$ cat src/rtl/fir3_stream_sched.sv
// fir3_stream_sched: packs a sample stream into FIR lane triples, gates
// issue on FIFO credit, re-serializes outputs. Option: SCHED_STATS_EN.
module fir3_stream_sched #(
  parameter int NBIT       = 8,
  parameter int FIFO_DEPTH = 4
) (
  input  logic            clk,
  input  logic            rst_n,
  input  logic [NBIT-1:0] din,
  input  logic            vin,
  output logic            din_rdy,
  input  logic            flush,
  output logic [NBIT-1:0] fir_din3k,
  output logic [NBIT-1:0] fir_din3k1,
  output logic [NBIT-1:0] fir_din3k2,
  output logic            fir_vin,
  input  logic [NBIT-1:0] fir_dout3k,
  input  logic [NBIT-1:0] fir_dout3k1,
  input  logic [NBIT-1:0] fir_dout3k2,
  input  logic            fir_vout,
  output logic [NBIT-1:0] dout,
  output logic            vout,
  input  logic            dout_rdy,
  output logic            ovf_err
`ifdef SCHED_STATS_EN
  ,
  output logic [15:0]     issue_cnt,
  output logic [15:0]     stall_cnt
`endif
);

  localparam int AW = $clog2(FIFO_DEPTH);
  localparam logic [AW+1:0] DEPTH_S = (AW+2)'(FIFO_DEPTH);
  localparam logic [AW:0]   DEPTH_P = (AW+1)'(FIFO_DEPTH);

  typedef struct packed {
    logic [NBIT-1:0] l0;
    logic [NBIT-1:0] l1;
    logic [NBIT-1:0] l2;
  } trip_t;

  logic [1:0]      lane;
  logic [NBIT-1:0] hold0;
  logic [NBIT-1:0] hold1;
  logic            pad_pending;
  logic [AW:0]     inflight;
  logic [AW:0]     wptr;
  logic [AW:0]     rptr;
  logic [AW:0]     occ;
  logic [1:0]      out_lane;
  trip_t           mem [FIFO_DEPTH];
  trip_t           head;
  logic            credit;
  logic            accept;
  logic            pad_issue;
  logic            issue;
  logic            full;
  logic            push;
  logic            pop;
  logic            dec;

  assign occ       = wptr - rptr;
  assign full      = (occ == DEPTH_P);
  assign credit    = ({1'b0, occ} + {1'b0, inflight}) < DEPTH_S;
  assign din_rdy   = rst_n && !pad_pending
                     && !(lane == 2'd2 && !credit);
  assign accept    = vin && din_rdy;
  assign pad_issue = pad_pending && credit;
  assign issue     = (accept && lane == 2'd2) || pad_issue;
  assign vout      = (occ != '0);
  assign pop       = vout && dout_rdy && (out_lane == 2'd2);
  assign push      = fir_vout && (!full || pop);
  assign dec       = fir_vout && (inflight != '0);
  assign head      = mem[rptr[AW-1:0]];

  // Lane packing, zero padding on flush and FIR issue.
  always_ff @(posedge clk or negedge rst_n) begin
    if (!rst_n) begin
      lane        <= 2'd0;
      hold0       <= '0;
      hold1       <= '0;
      pad_pending <= 1'b0;
      fir_vin     <= 1'b0;
      fir_din3k   <= '0;
      fir_din3k1  <= '0;
      fir_din3k2  <= '0;
    end else begin
      fir_vin <= issue;
      if (accept) begin
        unique case (lane)
          2'd0: begin
            hold0 <= din;
            lane  <= 2'd1;
          end
          2'd1: begin
            hold1 <= din;
            lane  <= 2'd2;
          end
          default: begin
            fir_din3k  <= hold0;
            fir_din3k1 <= hold1;
            fir_din3k2 <= din;
            lane       <= 2'd0;
          end
        endcase
      end
      if (pad_issue) begin
        fir_din3k   <= hold0;
        fir_din3k1  <= (lane == 2'd2) ? hold1 : '0;
        fir_din3k2  <= '0;
        lane        <= 2'd0;
        pad_pending <= 1'b0;
      end else if (flush && lane != 2'd0
                   && !(accept && lane == 2'd2)) begin
        pad_pending <= 1'b1;
      end
    end
  end

  // Triples issued but not yet returned by the FIR.
  always_ff @(posedge clk or negedge rst_n) begin
    if (!rst_n) begin
      inflight <= '0;
    end else begin
      unique case ({issue, dec})
        2'b10:   inflight <= inflight + 1'b1;
        2'b01:   inflight <= inflight - 1'b1;
        default: inflight <= inflight;
      endcase
    end
  end

  // FIFO storage; contents need no reset, pointers gate validity.
  always_ff @(posedge clk) begin
    if (push) begin
      mem[wptr[AW-1:0]] <= {fir_dout3k, fir_dout3k1, fir_dout3k2};
    end
  end

  // FIFO pointers, sticky overflow and serializer lane.
  always_ff @(posedge clk or negedge rst_n) begin
    if (!rst_n) begin
      wptr     <= '0;
      rptr     <= '0;
      ovf_err  <= 1'b0;
      out_lane <= 2'd0;
    end else begin
      if (push) wptr <= wptr + 1'b1;
      if (pop) rptr <= rptr + 1'b1;
      if (fir_vout && !push) ovf_err <= 1'b1;
      if (vout && dout_rdy) begin
        out_lane <= (out_lane == 2'd2) ? 2'd0 : out_lane + 2'd1;
      end
    end
  end

  // Head lane select; zero while empty.
  always_comb begin
    dout = '0;
    if (vout) begin
      unique case (out_lane)
        2'd0:    dout = head.l0;
        2'd1:    dout = head.l1;
        default: dout = head.l2;
      endcase
    end
  end

`ifdef SCHED_STATS_EN
  // Wrapping issue and input-stall counters.
  always_ff @(posedge clk or negedge rst_n) begin
    if (!rst_n) begin
      issue_cnt <= '0;
      stall_cnt <= '0;
    end else begin
      if (issue) issue_cnt <= issue_cnt + 16'd1;
      if (vin && !din_rdy) stall_cnt <= stall_cnt + 16'd1;
    end
  end
`endif

endmodule

$ cat config.mk
export PLATFORM = sky130hd
export DESIGN_NAME = fir3_stream_sched
export DESIGN_NICKNAME = d
export VERILOG_FILES = /design/src/rtl/fir3_stream_sched.sv
export SDC_FILE = /design/constraint.sdc
export NUM_CORES = 1
export LEC_CHECK = 0
export CAP_MARGIN = 40
export CORE_MARGIN = 2
export CORE_UTILIZATION = 45
export CTS_CLUSTER_DIAMETER = 40
export CTS_CLUSTER_SIZE = 28
export DETAILED_ROUTE_END_ITERATION = 10
export PLACE_DENSITY_LB_ADDON = 0.25
export SETUP_SLACK_MARGIN = 0.3
export SYNTH_ARGS = -nofsm -noshare
export SYNTH_HDL_FRONTEND = slang
export SYNTH_SLANG_ARGS = --single-unit
$ cat constraint.sdc
create_clock -name clk -period 3.5 [get_ports clk]
set_input_delay 0.875 -clock clk [delete_from_list [all_inputs] [get_ports clk]]
set_output_delay 0.875 -clock clk [all_outputs]
set_load 0.1 [all_outputs]
# After elaboration in Yosys (flattened, before gate mapping)

Memories as Yosys holds them, arrays and structs flattened.
Cells that the tools add are included.

Flip-flop bits (word level): 56
Bits in writable memories: 96
Input port bits: 38
Output and inout bits: 36
Logic and storage cells: 84
Memories kept: 1

$add $sub $neg: 7
$lt $le $gt $ge: 1
Equal/unequal tests: 8
Multiplexer cells: 21
Reductions and logical operators: 33

Memory list:

| memory | depth | bits a word | rd ports | clocked after Yosys merged registers in | write ports | line | text |
|---|---|---|---|---|---|---|---|
| mem    | 4     | 24          | 1        | 0                                       | 1           | 51   | `trip_t mem [FIFO_DEPTH];` |

Operators by type and width:

| operator                                                                      | number |
|---|---|
| 8-bit 2-to-1 mux                                                              | 11 |
| 8-bit one-hot mux with 2 select lines                                         | 1 |
| 1-bit logical AND                                                             | 13 |
| 3-bit by 1-bit adder with 3-bit output (second input constant)                | 3 |
| 2-bit nonzero test                                                            | 4 |
| 2-bit by 1-bit == test with 1-bit output (second input constant)              | 3 |
| 2-bit == test (second input constant)                                         | 3 |
| 1-bit zero test                                                               | 6 |
| 2-bit 2-to-1 mux                                                              | 3 |
| 3-bit one-hot mux with 2 select lines                                         | 1 |
| 2-bit AND reduction                                                           | 3 |
| 3-bit nonzero test                                                            | 2 |
| 3-bit by 3-bit adder with 4-bit output                                        | 1 |
| 2-bit zero test                                                               | 2 |
| 4-bit by 3-bit less-than comparator with 1-bit output (second input constant) | 1 |
| 1-bit 2-to-1 mux                                                              | 4 |
| 2-bit one-hot mux with 2 select lines                                         | 1 |
| 3-bit == test (second input constant)                                         | 1 |
| 3-bit by 1-bit subtractor with 3-bit output (second input constant)           | 1 |
| 3-bit subtractor                                                              | 1 |
| 2-bit by 1-bit adder with 2-bit output (second input constant)                | 1 |
| 1-bit logical OR                                                              | 2 |
| 2-bit by 1-bit != test with 1-bit output (second input constant)              | 1 |
| 2-bit OR reduction                                                            | 1 |

# Logic depth before layout (Yosys ltp)

Gate-level depths: netlist of the first run.

Depth in word-level cells: 13
Depth in mapped cells: 15

# Least setup slack after synthesis of the first run

Ideal clock, no wire load.

Path kind: register -> output
Start point: register rptr[1]
End point: output din_rdy
Arrival time: 4.680 ns
Data required time: 2.625 ns
Path slack: -2.055 ns
Stages on the path, launching flop included: 10
Buffers on the path: 1
Cell sequence: dfrtp_1 -> buf_1 -> inv_1 -> fa_1 -> xnor3_2 -> ha_1 -> nor3_2 -> and2_1 -> nor2_1 -> nor3b_1

Cells in the longest elaborated chain, start to end: 7

RTL lines:

| what                                                  | line | text |
|---|---|---|
| start: declaration                                    | 48   | `logic [AW:0] rptr;` |
| start signal: assignment                              | 149  | `if (pop) rptr <= rptr + 1'b1;` |
| 3-bit subtractor                                      | 62   | `assign occ = wptr - rptr;` |
| 3-bit by 3-bit adder with 4-bit output                | 64   | `assign credit = ({1'b0, occ} + {1'b0, inflight}) < DEPTH_S;` |
| 4-bit by 3-bit less-than comparator with 1-bit output | 64   |  |
| 1-bit zero test                                       | 66   | `&& !(lane == 2'd2 && !credit);` |
| 1-bit logical AND                                     | 66   |  |
| 1-bit zero test                                       | 66   |  |
| 1-bit logical AND                                     | 66   |  |
| end: declaration                                      | 11   | `output logic din_rdy,` |

No other way between the ends.

# Worst setup path in the final report of the first run

Start point: register wptr[0]
End point: output din_rdy

Cells in the longest elaborated chain, start to end: 7

RTL lines:

| what                                                  | line | text |
|---|---|---|
| start: declaration                                    | 47   | `logic [AW:0] wptr;` |
| start signal: assignment                              | 148  | `if (push) wptr <= wptr + 1'b1;` |
| 3-bit subtractor                                      | 62   |  |
| 3-bit by 3-bit adder with 4-bit output                | 64   |  |
| 4-bit by 3-bit less-than comparator with 1-bit output | 64   |  |
| 1-bit zero test                                       | 66   |  |
| 1-bit logical AND                                     | 66   |  |
| 1-bit zero test                                       | 66   |  |
| 1-bit logical AND                                     | 66   |  |

No other way between the ends.

==> run summary, run 1 <==
For the row count, the log shows 43. In the final layout, the multi-input gates occupy 2117 µm². The sequential area share after synthesis was 67.22%; the number of buffer cells added on primary ports was 73. The worst setup path is of the reg -> out kind.

Type of the most critical hold path: in -> async. For the max-slew violation count, the log shows 0. At the later pin of the worst-skew pair, clock insertion delay measures 0.41 ns. The finished layout holds 704 standard cells, fillers aside.

Tracing the worst setup path back leads to its startpoint at wptr[0]$_DFFE_PN0P_. The height of the die works out to 123.0 µm. Setup repair after global routing could not meet its margin everywhere. The depth of the most critical reg-to-reg path came out at 15. Routability-driven placement finished with a final weighted congestion of 0.7500. In the final design database the tool counted 560 nets.

After clock tree synthesis, the clock-pin slew on the worst setup and hold paths is 0.06 ns. Entering global routing, the biggest net connects 56 pins. At the worst endpoint, the arrival time is 2.62 ns. For met2 alone, demand over resource in global routing was 29.87%. The average vias per placed instance was 5.284.

The DRC violation total after the first TritonRoute iteration came out at 240. The average instance in the mapped netlist occupies 15.51 µm². The total routing usage reported by global routing was 18.04%; the first-pass GRT wire length was 20230 µm. At the end of the flow the core is filled with cells to 59.12%.

The number of distinct library cells after synthesis was 47; the clock net sink count was 152. Global routing used 23.61% of the available met1 tracks. Counting tap cells, the placed design contains a total of 663 instances. In the finished design, the share of the clock period the worst path needs comes to 99.90%. Deepest level of the CTS H-tree: 4. Yosys printed 0 warnings. The worst register-to-register path ends at inflight[2]$_DFFE_PN0P_. The area overhead of the layout relative to synthesis was 28.76%.

From left edge to right edge, the die measures 123.0 µm. Final critical-path required period: 3.497 ns. The tools report the overall via count from detail_route as 3720. The share of post-route cells with drive strength above 1 works out to 29.01%. TritonCTS built the clock tree.

The wire-length estimate of the detail-placed layout is 8520 µm. The worst setup path is launched from a flop. Sorting the synthesized cells by area gives the leading types as sky130_fd_sc_hd__edfxtp_1 45%, sky130_fd_sc_hd__dfrtp_1 22%, sky130_fd_sc_hd__mux2i_1 5.3%. met2 is the most crowded layer. Prior to clock tree synthesis, the placed netlist has a worst setup slack of 0.1512 ns. The final routed wire length divided by cell count was 17.97 µm; the final setup slack of the worst path was 0.003397 ns. 0 antenna diodes ended up in the layout. The startpoint identified for the worst register-to-register timing path is wptr[0]$_DFFE_PN0P_. The run gives 411 as the synthesized netlist cell count. The clock passes through at most 2 buffers.

The setup check on the worst reg-to-reg path leaves a slack of 0.39 ns. The measured slew at the worst slew-check pin was 0.7292 ns. Summed over all instances, the cell type with the most area after synthesis is sky130_fd_sc_hd__edfxtp_1. Global routing finished with a remaining overflow of 0. The floorplan step defined a die boundary enclosing 15130 µm². The hold violation total from the final report came out at 0.

Counting the buffers created by CTS gives 17. Counting flops with a built-in enable in the synthesized netlist gives 96. Setup violations remaining at the end of the flow were counted as 0. Max-slew headroom at the worst pin: 51.34%. Of all nets on the critical path, the largest fanout is 2. For this run, design rule violations remaining after detail routing come to 0. In this run the count of I/O pins placed on the die edge is 74. The initial utilization of the core area, before any placement, comes to 45.92%.

For the hold buffer count at CTS, the log shows 0. The data required time of the worst path was 2.62 ns. The number of nets handed over by synthesis was 460. The initial antenna violation count was 0; the fraction of registers with async set or reset after synthesis was 36.84%. Counting the fill cells in the layout gives 1076.

The maximum clock rate came out at 0.2860 GHz. The number of global-route vias before repair is 3856. Summed instance area of the synthesized netlist: 6374 µm². The detail route stage leaves a number of antenna-violating nets equal to 0.

Largest clock skew in the final design: 0.007098 ns. Max-cap violations in this run came to 0. The number of synthesized register bits came out at 152.

The first detailed-routing pass ran for 4 iterations. The post-detailed-routing wire length is 12650 µm, and the area of all sequential standard cells is 4284 µm². In the global route stage, met3 resource usage came out at 4.474%.

The top cell type by area accounts for 45.23% of the synthesized area. The buffer cell driving the clock tree root was sky130_fd_sc_hd__clkbuf_16. The worst setup path is captured at a primary output. The run finished with clean final reports. The area of the core region was 13880 µm².

The dominant synthesized flop cell was sky130_fd_sc_hd__edfxtp_1.
-- flip-flops by register name, summed over array words and instances (netlist names) --
signal       flops
mem             96
fir_din3k1       8
fir_din3k2       8
fir_din3k        8
hold0            8
hold1            8
inflight         3
rptr             3
wptr             3
lane             2
out_lane         2
fir_vin          1
ovf_err          1
pad_pending      1
-- cells in the final DEF (no fill, tap or decap), drive strengths merged, types with 13 or more instances in the layout --
cell type / count
dfrtp: 56
buf: 61
a22oi: 16
clkdlybuf4s50: 36
mux2i: 34
nor2b: 13
edfxtp: 96
clkbuf: 21
nand2: 23
mux2: 27
-- timing repair --
action,in CTS,in global routing
buffers inserted,5,3
cloned,1,0
setup endpoints to repair,10,11
pin swaps,6,0
gates resized for setup,5,3
-- area by class of cell --
cell class,count,area share (%)
clock buffers,20,5.321
clock inverters,12,1.326
inverters,11,0.5336
multi-input cells,231,25.80
flip-flops and latches,152,52.20
well taps,180,2.744
repair buffers,98,12.08
-- routing by layer --
layer / wire length, µm / part of all wire (%)
met1: 5524 / 44
met5: 0 / 0
met4: 114 / 0.90
met3: 569 / 4.5
met2: 6442 / 51
-- cell families (layout without fill, tap and decap cells) --
family	after synthesis	count (layout)	share of synthesized area, %
XOR/XNOR	8	8	1.335
buffers and inverters	28	141	2.022
adder cells (fa/ha/maj)	11	11	2.395
AO/OA/AOI/OAI	62	62	6.832
multiplexers	69	69	13.00
AND/OR/NAND/NOR	81	81	7.205
flip-flops	152	152	67.22
-- how the worst max path moves through the flow --
| stage | end | slack, ns | cells past startpoint |
|---|---|---|---|
| finish | din_rdy | 0.003 | 11 |
| global route | din_rdy | -0.11 | 11 |
| CTS | din_rdy | -0.01 | 11 |
| detailed placement | din_rdy | 0.15 | 11 |
| global placement | din_rdy | 0.19 | 11 |
| floorplan | din_rdy | -0.31 | 10 |
-- Yosys cell counts, types with 2 or more instances --
master and number:
sky130_fd_sc_hd__edfxtp_1 96, sky130_fd_sc_hd__nand2_1 23, sky130_fd_sc_hd__nor3b_1 2, sky130_fd_sc_hd__nand3_1 9
sky130_fd_sc_hd__and2_1 6, sky130_fd_sc_hd__o211ai_1 8, sky130_fd_sc_hd__o31ai_1 8, sky130_fd_sc_hd__buf_2 7
sky130_fd_sc_hd__buf_4 2, sky130_fd_sc_hd__a31oi_1 2, sky130_fd_sc_hd__a22oi_1 16, sky130_fd_sc_hd__dfrtp_1 56
sky130_fd_sc_hd__inv_1 11, sky130_fd_sc_hd__mux2_2 26, sky130_fd_sc_hd__mux4_2 8, sky130_fd_sc_hd__xnor2_1 2
sky130_fd_sc_hd__ha_1 9, sky130_fd_sc_hd__mux2i_1 34, sky130_fd_sc_hd__a21oi_1 10, sky130_fd_sc_hd__fa_1 2
sky130_fd_sc_hd__clkbuf_1 3, sky130_fd_sc_hd__nor3_1 10, sky130_fd_sc_hd__nor2_4 2, sky130_fd_sc_hd__nor2b_1 12
sky130_fd_sc_hd__buf_1 4, sky130_fd_sc_hd__xor2_1 5, sky130_fd_sc_hd__nor2_1 8, sky130_fd_sc_hd__o21ai_0 11
-- worst max-delay path: stages, from the launching register on --
cell	delay (ns)
sky130_fd_sc_hd__dfrtp_1	0.39
sky130_fd_sc_hd__inv_2	0.09
sky130_fd_sc_hd__ha_4	0.14
sky130_fd_sc_hd__inv_2	0.03
sky130_fd_sc_hd__fa_2	0.32
sky130_fd_sc_hd__xnor3_2	0.26
sky130_fd_sc_hd__ha_4	0.18
sky130_fd_sc_hd__nor3_4	0.18
sky130_fd_sc_hd__and2_4	0.17
sky130_fd_sc_hd__nor2_2	0.05
sky130_fd_sc_hd__nor3b_4	0.21
sky130_fd_sc_hd__buf_12	0.20
-- per-stage QoR --
step	instance area [µm²]	setup TNS (ns)	hold slack, ns
after global routing	8207	-0.1123	0.3018
after CTS	8182	-0.01417	0.2986
final	8207	0	0.3047
after floorplan	6521	-0.3069	0.4433
after detailed placement	7557	0	0.4565
after global placement	7557	0	0.4705
Power of run 1 is left out: the tool's default activity adds up to more than one toggle a clock period on the data nets, which glitch-free logic cannot reach.
==> inputs of run 2 (changes only) <==
--- a/config.mk
+++ b/config.mk
@@ -6,7 +6,7 @@
 export NUM_CORES = 1
 export LEC_CHECK = 0
 export CAP_MARGIN = 40
-export CORE_MARGIN = 2
+export CORE_MARGIN = 3
 export CORE_UTILIZATION = 45
 export CTS_CLUSTER_DIAMETER = 40
 export CTS_CLUSTER_SIZE = 28
==> run 2 against run 1 <==
The flow now finishes with violations (setup timing). Hold slack better by 0.19 ns. Via count fell by 0.91%. Critical path type unchanged. Largest cell class unchanged. Register-to-register slack better by 0.14 ns. Critical endpoint unchanged. Highest routed layer unchanged. First-iteration DRC count decreased by 5.4%.
==> run summary, run 2 (synthesized netlist as in run 1, its figures left out) <==
The flow ran to the end, but the final reports show violations. The checks that failed: setup timing. The average vias per placed instance was 5.288 (about the same); the maximum clock rate was 0.2847 GHz (-0.46%). Clock net sink count: 152 (unchanged). The tools report the largest clock skew in the final design as 0.009436 ns (+0.002338 ns). The overall via count from detail_route was 3686 (-0.91%); the sum of buffers and inverters on the critical path was 3 (unchanged).

The post-detailed-routing wire length came out at 13030 µm (+3.0%). The number of setup violations in the final report was 1 (+1); the hold buffer count at CTS was 0 (unchanged). In this run the critical register-to-register path is captured at inflight[2]$_DFFE_PN0P_. The run gives 0 (unchanged) as the initial antenna violation count.

The run gives 0 (unchanged) as the residual overflow from global routing. The width of the die is 125.0 µm (+1.6%), and the number of global-route vias before repair is 3901 (+1.2%). The final critical-path required period works out to 3.513 ns (+0.01607 ns). The area of the core region was 13560 µm² (-2.3%).

Buffer cell driving the clock tree root: sky130_fd_sc_hd__clkbuf_16. For the hold violation total from the final report, the log shows 0 (unchanged). Area overhead of the layout relative to synthesis: 28.21%. The max-capacitance violation count is 0 (unchanged). The number of buffer cells added on primary ports works out to 73 (unchanged). In this run the most critical hold path is launched from ovf_err$_DFFE_PN0P_. The tools report the end of the worst hold path as ovf_err$_DFFE_PN0P_.

The tools report the largest net degree at the start of global routing as 34 (-39%). The top cell types in the final layout, fill and taps aside, are 96 x sky130_fd_sc_hd__edfxtp_1, 56 x sky130_fd_sc_hd__dfrtp_1, 46 x sky130_fd_sc_hd__buf_4. Setup repair after global routing could not meet its margin everywhere.

The endpoint arrival time on the critical path is 2.64 ns (+0.02 ns). For the max-slew headroom at the worst pin, the log shows 47.53% (-3.8 points). The post-layout net count was 557 (-0.54%).

The initial cell density of the core is 47.01% (+1.1 points). For the DRC violation count after routing, the log shows 0 (unchanged). The depth of the most critical reg-to-reg path was 15 (unchanged). The number of routed nets with antenna violations is 0 (unchanged). The filler cell count is 1034 (-3.9%).

Family with the most delay on the worst path: adder cells. The run gives 8782 µm (+3.1%) as the HPWL after detailed placement. DRC violation total after the first TritonRoute iteration: 227 (-5.4%).

The tools report the internal reg-to-reg setup slack as 0.53 ns (+0.14 ns). The max-slew violation count is 0 (unchanged). The run gives 0.4905 ns (+0.1858 ns) as the worst hold margin. The clock transition at the registers of the reported paths works out to 0.06 ns (about the same).

The final routed wire length divided by cell count was 18.69 µm (+4.0%); the clock latency of the later-clocked register in the worst-skew pair was 0.42 ns (about the same). The height of the die came out at 125.0 µm (+1.6%). The number of antenna cells inserted is 0 (unchanged). The count of cells along the worst hold path works out to 1. The library cell used most frequently in the layout, excluding fill and tap cells, is sky130_fd_sc_hd__edfxtp_1. On the critical path, the stage with the largest delay is an instance of sky130_fd_sc_hd__dfrtp_1. The type of origin of the critical path was a flop.

The tools report the die area as 15630 µm² (+3.3%). TritonCTS built the clock tree. The count of pins on the block boundary is 74 (unchanged).

The critical-path maximum fanout was 3 (+1); the peak per-stage delay on the critical path was 0.39 ns (about the same). For the final setup slack of the worst path, the log shows -0.01268 ns (-0.01607 ns). Walking the worst path, the cells encountered are inv_2, ha_4, inv_2, fa_2, xnor3_2, ha_4, nor3_4, and2_4, nor2_2, nor3b_4, buf_12. The row count was 42 (-2.3%); the setup TNS was -0.01268 ns (-0.01268 ns). The run gives 4 (unchanged) as the deepest level of the CTS H-tree. The type of the most critical hold path is reg -> reg.

The share of post-route cells with drive strength above 1 is 29.75% (+0.74 points), and the total routing usage reported by global routing is 17.50% (-0.55 points). Number of buffers inserted during clock tree synthesis: 17 (unchanged). First-pass iteration count of the detailed router: 4 (unchanged).

The measured slew at the worst slew-check pin is 0.7863 ns (+0.05706 ns). The critical setup path kind was reg -> out. The tools report the startpoint of the lowest-slack register-to-register path as wptr[0]$_DFFE_PN0P_. Global placement routability congestion: 0.7483 (-0.23%). The first-pass GRT wire length was 21090 µm (+4.2%). Kind of end point of the critical path: a primary output. The final clock period utilization by the worst path was 100.4% (+0.46 points); the data required time of the worst path was 2.62 ns (about the same).

The flip-flop count of the largest register after layout works out to 96 (unchanged). Maximum clock insertion buffer count: 2 (unchanged).
==> run 2: what timing repair did <==
item / in CTS / in global routing
pin swaps: 5 / 0
setup endpoints to repair: 10 / 10
hold endpoints to repair: 0 / 0
setup buffers: 5 / 1
resized for setup: 7 / 1
==> run 2: worst max path at each step <==
stage | cells after the start | end | startpoint
after global placement | 11 | din_rdy | wptr[0]$_DFFE_PN0P_
after CTS | 11 | din_rdy | wptr[0]$_DFFE_PN0P_
after detailed placement | 11 | din_rdy | wptr[0]$_DFFE_PN0P_
after floorplan | 10 | din_rdy | wptr[0]$_DFFE_PN0P_
after global routing | 11 | din_rdy | wptr[0]$_DFFE_PN0P_
final | 11 | din_rdy | wptr[0]$_DFFE_PN0P_
==> run 2: area by class of cell <==
cell class	count	area (µm²)	share of cell area, %
Sequential cell	152	4284	52.43
Multi-Input combinational cell	231	2117	25.91
Timing Repair Buffer	95	950.9	11.64
Clock buffer	17	425.4	5.206
Tap cell	176	220.2	2.695
Clock inverter	15	128.9	1.577
Inverter	11	45.04	0.5512
==> run 2: worst register-to-register path: cells and delay by family, from the launching register on <==
family	cells	cell delay, ns
XOR/XNOR	3	0.57
AO/OA/AOI/OAI	1	0.12
AND/OR/NAND/NOR	3	0.31
flip-flops	1	0.39
buffers and inverters	3	0.18
adder cells (fa/ha/maj)	5	1.33
==> run 2: routing by layer <==
layer / up-vias / GRT usage [%] / part of all wire, %
met5: - / 0 / 0
li1: 1749 / - / -
met4: 0 / 6.696 / 1.3
met1: 1850 / 23.15 / 43
met2: 75 / 28.60 / 51
met3: 12 / 3.753 / 4.0
==> run 2: stage by stage <==
stage	worst slack, ns	std cells	cell area (µm²)	util, %
after floorplan	-0.3069	411	6521	-
final	-0.01268	697	8172	60.27
after CTS	-0.03645	696	8163	60.21
after global placement	0.1817	659	7540	55.61
after detailed placement	0.1476	659	7540	55.61
after global routing	-0.1148	697	8172	60.27
Power of run 2 is left out for the same reason.
==> inputs of run 3 (changes only) <==
--- a/config.mk
+++ b/config.mk
@@ -7,7 +7,7 @@
 export LEC_CHECK = 0
 export CAP_MARGIN = 40
 export CORE_MARGIN = 3
-export CORE_UTILIZATION = 45
+export CORE_UTILIZATION = 50
 export CTS_CLUSTER_DIAMETER = 40
 export CTS_CLUSTER_SIZE = 28
 export DETAILED_ROUTE_END_ITERATION = 10
==> run 3 against run 2 <==
The run still ends with setup timing left. Clock skew is 0.0029 ns lower. Hold slack worse by 0.14 ns. Sequential cell count stayed put. Die area shrank 9.5%. Design area up 0.57%. Non-clock buffer count grew 5. Fmax grew 0.18%. Critical endpoint unchanged. Clock-buffer cell count up 1. Cell count is 0.43% lower.
==> run summary, run 3 (synthesized netlist as in run 1, its figures left out) <==
The final critical-path required period works out to 3.506 ns (-0.006318 ns). The run gives 74 (unchanged) as the count of pins on the block boundary. The clock transition at the registers of the reported paths came out at 0.06 ns (about the same). The tools report the number of buffers inserted during clock tree synthesis as 17 (unchanged). Leaving out fill and tap cells, the most frequent cells in the layout are 96 x sky130_fd_sc_hd__edfxtp_1, 56 x sky130_fd_sc_hd__dfrtp_1, 49 x sky130_fd_sc_hd__buf_4. The run gives 3773 (+2.4%) as the overall via count from detail_route.

The clock latency of the later-clocked register in the worst-skew pair is 0.42 ns (about the same). The number of antenna cells inserted is 0 (unchanged). The peak per-stage delay on the critical path came out at 0.39 ns (about the same). The run gives 14140 µm² (-9.5%) as the die area. The run gives 12810 µm (-1.7%) as the post-detailed-routing wire length. The final routed wire length divided by cell count was 18.46 µm (-1.2%). The tools report the initial antenna violation count as 0 (unchanged). Among cell families on the critical path, the largest total delay comes from adder cells. The sum of buffers and inverters on the critical path is 3 (unchanged). Number of setup violations in the final report: 1 (unchanged).

The post-layout net count came out at 562 (+0.90%). The critical-path maximum fanout is 2 (-1), and the endpoint arrival time on the critical path is 2.63 ns (about the same). The worst setup path is launched from a flop. The height of the die works out to 118.9 µm (-4.9%). The number of routed nets with antenna violations is 0 (unchanged). The run finished, with violations left. CTS placed an instance of sky130_fd_sc_hd__clkbuf_16 at the clock tree root. Leaving out fill and tap cells, the most frequent cell in the layout is sky130_fd_sc_hd__edfxtp_1. The max-slew headroom at the worst pin was 50.97% (+3.4 points); the width of the die was 118.9 µm (-4.9%). The number of global-route vias before repair was 3940 (+1.0%); the post-layout instance area was 8218 µm² (+0.57%).

The largest clock skew in the final design was 0.006546 ns (-0.002890 ns); the largest net degree at the start of global routing was 49 (+44%). The maximum clock insertion buffer count came out at 2 (unchanged). On the critical path, the stage with the largest delay is an instance of sky130_fd_sc_hd__dfrtp_1. The tools report the global placement routability congestion as 0.7754 (+3.6%). HPWL after detailed placement: 8671 µm (-1.3%).

The first-pass iteration count of the detailed router is 5 (+1). The critical path goes through inv_2, ha_4, inv_2, fa_2, xnor3_2, ha_4, nor3_4, and2_4, nor2_2, nor3b_4, buf_12. The run gives 0 (unchanged) as the residual overflow from global routing. Area overhead of the layout relative to synthesis: 28.94%.

The DRC violation count after routing was 0 (unchanged); the max-capacitance violation count was 0 (unchanged). The average vias per placed instance came out at 5.437 (+2.8%). The logs give 0.3474 ns (-0.1431 ns) for the worst hold margin and 4 (unchanged) for the deepest level of the CTS H-tree. The data required time of the worst path is 2.62 ns (about the same). The checks that failed: setup timing.

The hold violation total from the final report came out at 0 (unchanged). Critical setup path kind: reg -> out. The run gives 0 (unchanged) as the hold buffer count at CTS.

The measured slew at the worst slew-check pin came out at 0.7348 ns (-0.05151 ns). The logs give 52.19% (+5.2 points) for the initial cell density of the core and 204 (-10%) for the DRC violation total after the first TritonRoute iteration. The clock net sink count was 152 (unchanged). The placed standard-cell area was 7545 µm² (about the same).

The final setup slack of the worst path is -0.006359 ns (+0.006318 ns). The max-slew violation count is 0 (unchanged), and the share of post-route cells with drive strength above 1 is 30.80% (+1.0 points). The worst setup path is captured at a primary output.

The first-pass GRT wire length is 20790 µm (-1.4%), and the total routing usage reported by global routing is 19.22% (+1.7 points). Type of the most critical hold path: in -> async. TritonCTS built the clock tree.

The number of buffer cells added on primary ports works out to 73 (unchanged). For the final cell utilization of the core, the log shows 67.30% (+7.0 points). Final clock period utilization by the worst path: 100.2% (-0.18 points). The flip-flop count of the largest register after layout was 96 (unchanged); the row count was 40 (-4.8%).

The tools report the area of the core region as 12210 µm² (-9.9%). Setup repair after global routing could not meet its margin everywhere. The maximum clock rate was 0.2852 GHz (+0.18%).
[run 3: cell count changes in the layout (fill, tap and decap cells not counted), sizes merged]
| cell | previous run | this run |
|---|---|---|
| buf | 59 | 64 |
| bufinv | 1 | 0 |
| clkbuf | 17 | 18 |
| clkinvlp | 6 | 5 |
| inv | 13 | 14 |
[run 3: area by class of cell]
type                       count  area, µm²
fill                         877       3994
sequential                   152       4284
inverter                      11      45.04
clock inverter                14      120.1
tap                          168      210.2
timing repair buffer         100      996.0
multi-input combinational    231       2133
clock buffer                  18      429.2
[run 3: final timing paths]
kind | from | depth (start not counted) | endpoint | slack (ns)
setup / recovery | wptr[0]$_DFFE_PN0P_ | 11 | din_rdy | -0.006
hold / removal | rst_n | 1 | hold1[4]$_DFFE_PN0P_ | 0.35
setup reg to reg | wptr[0]$_DFFE_PN0P_ | 16 | inflight[2]$_DFFE_PN0P_ | 0.37
hold reg to reg | rptr[2]$_DFFE_PN0P_ | 1 | rptr[2]$_DFFE_PN0P_ | 0.48
max in group asynchronous | rst_n | 2 | hold0[5]$_DFFE_PN0P_ | 2.24
min in group clk | rptr[2]$_DFFE_PN0P_ | 1 | rptr[2]$_DFFE_PN0P_ | 0.48
[run 3: layer usage]
metal	global-route usage, %	up-vias	part of all wire (%)
met2	31.26	84	51
met5	0	-	0
met3	4.179	15	3.8
li1	-	1767	-
met1	25.63	1907	44
met4	7.096	0	1.2
[run 3: what timing repair did]
item | in CTS | in global routing
pin swaps | 5 | 1
gates cloned | 0 | 0
setup buffers | 6 | 3
setup endpoints to repair | 10 | 11
gates resized for setup | 3 | 9
[run 3: stage by stage]
| step | cells | setup TNS [ns] | setup slack, ns |
|---|---|---|---|
| after CTS | 691 | -0.01631 | -0.01631 |
| after floorplan | 411 | -0.3069 | -0.3069 |
| after global placement | 653 | 0 | 0.1942 |
| after global routing | 694 | -0.1268 | -0.1268 |
| final | 694 | -0.006359 | -0.006359 |
| after detailed placement | 653 | 0 | 0.1513 |
Power of run 3 is left out for the same reason.
